$ cat config.mk
export PLATFORM = sky130hd
export DESIGN_NAME = phase_sequencer
export DESIGN_NICKNAME = d
export VERILOG_FILES = /design/src/rtl/phase_sequencer.sv
export SDC_FILE = /design/constraint.sdc
export NUM_CORES = 1
export LEC_CHECK = 0
export ABC_CLOCK_PERIOD_IN_PS = 2300
export BUFFER_PORTS_ARGS = -buffer_cell sky130_fd_sc_hd__clkbuf_2
export CORE_MARGIN = 2
export CORE_UTILIZATION = 45
export CTS_CLUSTER_DIAMETER = 40
export DETAILED_ROUTE_END_ITERATION = 8
export PLACE_DENSITY_LB_ADDON = 0.05
export SETUP_SLACK_MARGIN = 0.4
export SYNTH_ARGS = -nofsm -noshare
export SYNTH_HDL_FRONTEND = slang
export SYNTH_SLANG_ARGS = --single-unit
$ cat constraint.sdc
create_clock -name CLK -period 2.3 [get_ports CLK]
set_clock_uncertainty 0.05 [all_clocks]
set_input_delay 0 -clock CLK [delete_from_list [all_inputs] [get_ports CLK]]
set_output_delay 0 -clock CLK [all_outputs]
set_load 0.02 [all_outputs]
$ cat src/rtl/phase_sequencer.sv
// phase_sequencer
//   Non-overlapping multi-phase clock generator. NPHASE one-hot phases
//   rotate in a fixed order. Each phase is held for ON_CYCLES clocks and
//   is followed by GAP_CYCLES all-low clocks. The sequencer can run freely,
//   halt at the end of a computer cycle, single-step one cycle at a time,
//   or stop at the next phase boundary when BOP (power-on) falls.
//
//   Every output is registered from the current sequencer state, so a start
//   condition sampled at edge n first shows up on the outputs after edge n+1.
//
// Ports
//   CLK, RST      clock and synchronous active-high reset
//   BOP           power-on/enable; low stops at the next phase boundary
//   HALT_REQ      request a halt at the end of the computer cycle (latched)
//   STEP_MODE     run exactly one computer cycle per STEP pulse
//   STEP          single-step pulse, honoured only while idle in STEP_MODE
//   PH            FANOUT identical copies per phase, [p*FANOUT +: FANOUT]
//   PHN           inverted phase, one line per phase
//   PHDA          data-advance phase; like PH but low on the last ON clock
//   PHASE_IDX     index of the current or last active phase
//   CYCLE_START   one-clock pulse on the first ON clock of phase 0
//   HALTED        sequencer idle
module phase_sequencer #(
    parameter int NPHASE     = 4,
    parameter int FANOUT     = 8,
    parameter int ON_CYCLES  = 2,
    parameter int GAP_CYCLES = 1
) (
    input  logic                        CLK,
    input  logic                        RST,
    input  logic                        BOP,
    input  logic                        HALT_REQ,
    input  logic                        STEP_MODE,
    input  logic                        STEP,
    output logic [NPHASE*FANOUT-1:0]    PH,
    output logic [NPHASE-1:0]           PHN,
    output logic [NPHASE-1:0]           PHDA,
    output logic [$clog2(NPHASE)-1:0]   PHASE_IDX,
    output logic                        CYCLE_START,
    output logic                        HALTED
);

    localparam int PW   = $clog2(NPHASE);
    localparam int MAXC = (ON_CYCLES > GAP_CYCLES) ? ON_CYCLES : GAP_CYCLES;
    localparam int DW   = $clog2(MAXC + 1);

    localparam logic [PW-1:0] LAST_P   = PW'(NPHASE - 1);
    localparam logic [PW-1:0] ONE_P    = PW'(1);
    localparam logic [DW-1:0] ONE_D    = DW'(1);
    localparam logic [DW-1:0] ON_LAST  = DW'(ON_CYCLES - 1);
    localparam logic [DW-1:0] GAP_LAST = DW'((GAP_CYCLES > 0) ? GAP_CYCLES - 1 : 0);

    typedef enum logic [1:0] {
        S_IDLE,
        S_ON,
        S_GAP
    } state_t;

    state_t            state, state_nx;
    logic [PW-1:0]     p, p_nx;
    logic [DW-1:0]     d, d_nx;
    logic              halt_lat, halt_lat_nx;
    logic              parked, parked_nx;
    logic              seg_end, to_idle, start;
    logic [NPHASE-1:0] ph_nx, phda_nx, ph_q;
    logic              cs_nx, halted_nx;

    // Sequencer state register
    always_ff @(posedge CLK) begin
        if (RST) begin
            state    <= S_IDLE;
            p        <= '0;
            d        <= '0;
            halt_lat <= 1'b0;
            parked   <= 1'b0;
        end else begin
            state    <= state_nx;
            p        <= p_nx;
            d        <= d_nx;
            halt_lat <= halt_lat_nx;
            parked   <= parked_nx;
        end
    end

    always_comb begin
        state_nx    = state;
        p_nx        = p;
        d_nx        = d;
        halt_lat_nx = halt_lat | HALT_REQ;
        // A halt parks the sequencer; dropping BOP releases the park so the
        // next power-on starts a fresh free-running cycle.
        parked_nx   = parked & BOP;
        seg_end     = 1'b0;
        to_idle     = !BOP || ((p == LAST_P) && (halt_lat || STEP_MODE));
        start       = BOP && (STEP_MODE ? STEP : (!halt_lat && !parked));

        case (state)
            S_IDLE: begin
                if (start) begin
                    state_nx  = S_ON;
                    p_nx      = '0;
                    d_nx      = '0;
                    parked_nx = 1'b0;
                end
            end
            S_ON: begin
                if (d == ON_LAST) begin
                    if (GAP_CYCLES > 0) begin
                        state_nx = S_GAP;
                        d_nx     = '0;
                    end else begin
                        seg_end = 1'b1;
                    end
                end else begin
                    d_nx = d + ONE_D;
                end
            end
            S_GAP: begin
                if (d == GAP_LAST) begin
                    seg_end = 1'b1;
                end else begin
                    d_nx = d + ONE_D;
                end
            end
            default: state_nx = S_IDLE;
        endcase

        // End of a phase slot: stop, or move on to the next phase.
        if (seg_end) begin
            d_nx = '0;
            if (to_idle) begin
                state_nx = S_IDLE;
                if (BOP && (p == LAST_P) && halt_lat) begin
                    halt_lat_nx = HALT_REQ;
                    parked_nx   = 1'b1;
                end
            end else begin
                state_nx = S_ON;
                p_nx     = (p == LAST_P) ? '0 : p + ONE_P;
            end
        end

        // Output decode from the current state; registered below.
        ph_nx   = '0;
        phda_nx = '0;
        for (int i = 0; i < NPHASE; i++) begin
            if ((state == S_ON) && (p == PW'(i))) begin
                ph_nx[i]   = 1'b1;
                phda_nx[i] = (ON_CYCLES == 1) || (d != ON_LAST);
            end
        end
        cs_nx     = (state == S_ON) && (p == '0) && (d == '0);
        halted_nx = (state == S_IDLE);
    end

    // Output register stage
    always_ff @(posedge CLK) begin
        if (RST) begin
            ph_q        <= '0;
            PHN         <= '1;
            PHDA        <= '0;
            PHASE_IDX   <= '0;
            CYCLE_START <= 1'b0;
            HALTED      <= 1'b1;
        end else begin
            ph_q        <= ph_nx;
            PHN         <= ~ph_nx;
            PHDA        <= phda_nx;
            PHASE_IDX   <= p;
            CYCLE_START <= cs_nx;
            HALTED      <= halted_nx;
        end
    end

    for (genvar g = 0; g < NPHASE; g++) begin : g_fanout
        assign PH[g*FANOUT +: FANOUT] = {FANOUT{ph_q[g]}};
    end

endmodule

==> results.yml, run 1 <==
status:
  status: "completed"
floorplanning:
  die_h_um: 54.6
  die_x_um: 54.6
  num_io_pins: 50
  core_area_mm2: 0.00245
  dieArea_mm2: 0.00298
  num_rows: 18
  start_util_pct: 46.9
placement:
  io_buffers: 49
  placed_cells: 175
  routabilityCongestion: 0.769
  place_hpwl_um: 1470
synthesis:
  yosysWarnings: 0
  netlist_instances: 125
  synth-edff-count: 0
  ys.flop_type: "dfxtp_1"
  synth_nets: 142
  syn_area_mm2: 0.00115
  synth_top_area_share_pct: 41.7
  yosysTopAreaCell: "dfxtp_1"
  yosysMostFrequentCell: "buf_4"
  synthTopCellsByCount: "buf_4, dfxtp_1, ha_1, inv_1, nor2_1"
  ys_async_sr_fraction_pct: 0
  synth_area_leaders: "dfxtp_1, buf_4, ha_1"
  ys_ff_latch: 24
  seq_area_frac_synth_pct: 41.7
  yosysUniqueCellTypes: 24
  avgSynthCellArea_um2: 9.22
route:
  vias: 857
  antenna_left: 0
  drt_iter0_markers: 5
  drc_errors: 0
  viasPerCell: 4.73
  wl_per_cell_um: 10.0
  drt_wl_total_um: 1820
  drtPass1Iterations: 4
worst_setup_path:
  cp_num_buf_inv: 0
  cp.required_ns: 2.45
  r2r_end: "state[1]"
  crit_type: "reg -> reg"
  worstReg2RegStart: "halt_lat"
  cp.depth: 4
  slowest_delay_ns: 0.53
  crit_path_end_kind: "flip-flop"
  cp_slowest_cell: "or4b_4"
  r2r_slack_ns: 0.61
  endpoint: "state[1]"
  reg2regPathDepth: 4
  cp.arrival_ns: 1.84
  path_max_fanout: 4
  worst_setup_path_start_kind: "flip-flop"
  crit_family: "simple AND/OR/NAND/NOR gates"
  cp-startpoint: "halt_lat"
  worstPathCellList: "or4b_4 -> and3_1 -> o21a_1 -> mux2_4"
cells_and_area:
  nNetsFinal: 170
  syn_to_final_growth_pct: 10.5
  drive_above_1_share_pct: 37.1
  ff_latch_area_um2: 480
  antenna-diode-count: 0
  final_cells: 181
  fill_cells: 233
  multi_input_area_um2: 417
power:
  ir_drop_mv: 0.337
  p_per_area_mw_per_mm2: 622
  p_leak_nw: 0.670
global_route:
  antenna_found_initial: 0
  grt_max_degree: 13
  grt_pass1_wl_um: 2760
  grt_usage_pct: 13.5
  overflow: 0
  grt_pass1_vias: 685
sta:
  timing.final.crit_share_pct: 73.3
  slew_headroom_pct: 72.9
  setup-tns-final_ns: 0
  setup_violations: 0
  rsz0062_at_grt: "no"
  tightest_slew_ns: 0.405
  hold_viol: 0
  max_freq_mhz: 593
  slew_violations: 0
  min_period_ns: 1.69
clock_tree:
  cts-root-buf: "clkbuf_4"
  post_cts_buffers: 0
  hold_buffers: 3
  cts.reportedPaths.clkPinSlew_ns: 0.12
  ctsResizeCount: 0
  clk_latency_ns: 0.30
  cts_max_level: 1
  cts_buffers: 3
  cts_tree: "done"
  numClockSinks: 24
  clk_path_buf_depth: 2
job:
  max-cap-violations: 0
min_path:
  hp-class: "in -> reg"
## stage by stage
stage                     cell area, µm²  power, mW  setup slack (ns)  hold WS, ns  util, %
final                               1270      0.792             0.613       0.0277     51.9
after global routing                1270      0.843             0.589       0.0674     51.9
after CTS                           1270      0.806             0.608       0.0173     51.9
after detailed placement            1220      0.627             0.616        0.163     49.7
after global placement              1220      0.624             0.650        0.165     49.7
after floorplan                     1150      0.596             0.671       0.0674        -
## cell type report
class | instances | share of cell area, %
inverters | 11 | 3.24
repair buffers | 52 | 21.6
multi-input cells | 61 | 32.7
clock buffers | 3 | 1.77
flip-flops and latches | 24 | 37.7
well taps | 30 | 2.95
## layout by cell type, fill, tap and decap left out, drive strengths merged
cell type and count:
nand3 5, or2 2, nor2b 2, dlygate4sd3 3, nand4 2, or4b 1, nor2 10, inv 11
o21a 1, nand2 9, and3 3, a21oi 4, a32oi 1, a21o 1, dfxtp 24, a22o 1
o21ai 3, o211ai 1, clkbuf 52, ha 11, a31oi 2, mux2 1, a21bo 1
## metal layers
metal	GRT usage, %	vias to the layer above	routed length (µm)
li1	-	434	-
met1	15.2	375	823
met2	23.0	44	808
met3	2.46	4	147
met4	8.75	0	36
met5	0	-	0
## worst min-delay path, cell delays in order
cell      delay (ns)
clkbuf_2        0.10
o21ai_0         0.10
nand3_1         0.09
a21oi_1         0.05
## kinds of logic (layout without fill, tap and decap cells)
kind of cell / after synthesis / after routing / synth area share, %
fa+ha+maj: 11 / 11 / 11.9
compound gates: 15 / 15 / 8.47
mux: 1 / 1 / 1.30
flops: 24 / 24 / 41.7
simple gates: 34 / 34 / 14.4
buf+inv: 40 / 66 / 22.1
## registers in the layout, summed over array words and instances (netlist names)
signal,count
parked,1
HALTED,1
PHN,4
halt_lat,1
CYCLE_START,1
p,2
PHASE_IDX,2
state,2
ph_q,4
d,2
PHDA,4
## where the power goes
part | switching (mW) | internal [mW] | total, mW | leakage, nW
clock network | 0.111 | 0.0611 | 0.172 | 0.0138
registers | 0.0142 | 0.435 | 0.449 | 0.195
logic | 0.102 | 0.0691 | 0.171 | 0.462
## how the worst min path moves through the flow
stage / startpoint / cells after the start / to / slack, ns
after CTS: STEP_MODE / 4 / p[1] / 0.02
after global routing: STEP_MODE / 4 / p[1] / 0.07
after detailed placement: HALT_REQ / 3 / halt_lat / 0.16
after global placement: HALT_REQ / 3 / halt_lat / 0.17
final: STEP_MODE / 4 / p[1] / 0.03
after floorplan: HALT_REQ / 2 / halt_lat / 0.07
No activity file was read; power rests on OpenSTA's default activity.
==> run 2: changes to the inputs <==
--- a/config.mk
+++ b/config.mk
@@ -5,7 +5,7 @@
 export SDC_FILE = /design/constraint.sdc
 export NUM_CORES = 1
 export LEC_CHECK = 0
-export ABC_CLOCK_PERIOD_IN_PS = 2300
+export ABC_CLOCK_PERIOD_IN_PS = 1700
 export BUFFER_PORTS_ARGS = -buffer_cell sky130_fd_sc_hd__clkbuf_2
 export CORE_MARGIN = 2
 export CORE_UTILIZATION = 45
==> constraint.sdc (replaced) <==
create_clock -name CLK -period 1.7 [get_ports CLK]
set_clock_uncertainty 0.05 [all_clocks]
set_input_delay 0 -clock CLK [delete_from_list [all_inputs] [get_ports CLK]]
set_output_delay 0 -clock CLK [all_outputs]
set_load 0.02 [all_outputs]
==> run 2 against run 1 <==
The run now ends with negative hold slack left. Maximum frequency grew 3.7%. Die area is the same. Final cell count grew 0.55%. Final area grew 6.2%. Highest routed layer unchanged.
==> results.yml, run 2 (synthesis gave the netlist of run 1 again) <==
global_route:
  busiest_layer: "met2"
  antenna_found_initial: 0
  overflow: 0
  grt_max_degree: 13
  grtUsageMet1_pct: 15.5
  grt_pass1_wl_um: 2720
  met2_usage_pct: 21.6
  grt_usage_pct: 12.8
  met3_usage_pct: 2.46
  grt_pass1_vias: 663
route:
  drt_wl_total_um: 1820
  antenna_left: 0
  vias: 833
  wl_per_cell_um: 9.98
  viasPerCell: 4.58
  drt_iter0_markers: 5
  drc_errors: 0
  drtPass1Iterations: 4
clock_tree:
  clk_path_buf_depth: 2
  clk_latency_ns: 0.30
  numClockSinks: 24
  cts-root-buf: "clkbuf_4"
  hold_buffers: 2
  cts_tree: "done"
  cts.reportedPaths.clkPinSlew_ns: 0.12
  cts_max_level: 1
  cts_buffers: 3
worst_setup_path:
  worst_setup_path_start_kind: "flip-flop"
  crit_path_end_kind: "flip-flop"
  cp.arrival_ns: 1.78
  worstReg2RegStart: "parked"
  path_max_fanout: 3
  reg2regPathDepth: 4
  cp.required_ns: 1.86
  r2r_slack_ns: 0.07
  r2r_end: "state[1]"
  crit_type: "reg -> reg"
sta:
  tightest_slew_ns: 0.301
  hold_ws_ns: -0.0924
  hold_viol: 1
  rsz0062_at_grt: "yes"
  slew_violations: 0
  min_period_ns: 1.63
  slew_headroom_pct: 80.0
  timing.final.crit_share_pct: 95.7
  max_freq_mhz: 615
  setup-tns-final_ns: 0
  setup_violations: 0
power:
  p_total_mw: 1.11
  p_seq_share_pct: 55.0
  p_leak_nw: 0.678
  p_clk_share_pct: 20.8
  power_frac_comb_pct: 24.2
  p_int_mw: 0.791
  switching_share_pct: 28.8
  ir_drop_mv: 0.396
  p_per_area_mw_per_mm2: 822
  p_switching_mw: 0.321
floorplanning:
  die_x_um: 54.6
  dieArea_mm2: 0.00298
  core_area_mm2: 0.00245
  die_h_um: 54.6
  num_io_pins: 50
  start_util_pct: 46.9
  num_rows: 18
cells_and_area:
  antenna-diode-count: 0
  mostFrequentLayoutCell: "clkbuf_2"
  reg_top3: "PHDA (4), PHN (4), ph_q (4)"
  nNetsFinal: 171
  fill_cells: 237
  most-common-layout-cells: "clkbuf_2, dfxtp_1, nor2_1"
  fin_area_mm2: 0.00135
  drive_above_1_share_pct: 49.3
  syn_to_final_growth_pct: 17.4
placement:
  place_hpwl_um: 1400
  io_buffers: 49
  routabilityCongestion: 0.895
  postPlaceCellArea_mm2: 0.00123
min_path:
  min_to: "parked"
  hp-class: "in -> reg"
  hp-start: "BOP"
  hold_depth: 3
status:
  violations: "negative hold slack"
  status: "finished with violations"
job:
  max-cap-violations: 0
-- run 2: cell type report --
class	instances	area [µm²]	share of cell area [%]
flip-flops and latches	24	484	35.8
inverters	11	41.3	3.05
repair buffers	53	280	20.7
well taps	30	37.5	2.78
multi-input cells	61	487	36.0
clock buffers	3	22.5	1.67
-- run 2: metal layers --
metal	vias to the layer above	part of all wire (%)
met3	2	7.5
met2	35	46
li1	433	-
met1	363	45
met5	-	0
met4	0	0.72
-- run 2: critical path, cell delays in order, from the launching register on --
cell and delay, ns:
dfxtp_2 0.34, or4b_4 0.52, and3_4 0.16, o21a_1 0.17
mux2_4 0.29
-- run 2: repair_timing --
item	4_1_cts	5_1_grt
endpoints found under the hold margin	7	1
setup buffers	1	0
resized for setup	13	10
setup endpoints to repair	18	21
pin swaps	3	2
-- run 2: worst max-delay path by stage --
stage                 from       end  slack [ns]  cells past startpoint
finish              parked  state[1]        0.07                      4
global route        parked  state[1]        0.04                      4
CTS                 parked  state[1]        0.08                      4
detailed placement  parked  state[1]        0.08                      4
global placement    parked  state[1]        0.09                      4
floorplan           parked  state[1]        0.10                      4
-- run 2: power groups by stage --
stage | clock (mW) | combinational, mW | sequential, mW
6_report | 0.231 | 0.269 | 0.612
5_1_grt | 0.258 | 0.297 | 0.616
4_1_cts | 0.248 | 0.253 | 0.610
3_5_place_dp | 0 | 0.230 | 0.621
3_3_place_gp | 0 | 0.233 | 0.619
2_1_floorplan | 0 | 0.174 | 0.637
-- run 2: stage by stage --
| stage | utilization (%) | cells | worst slack [ns] | hold WS (ns) |
|---|---|---|---|---|
| floorplan | - | 125 | 0.102 | 0.0674 |
| global placement | 50.3 | 176 | 0.0917 | 0.164 |
| CTS | 53.7 | 182 | 0.0797 | -0.107 |
| finish | 55.1 | 182 | 0.0733 | -0.0924 |
| global route | 55.1 | 182 | 0.0427 | -0.0723 |
| detailed placement | 50.3 | 176 | 0.0772 | 0.168 |
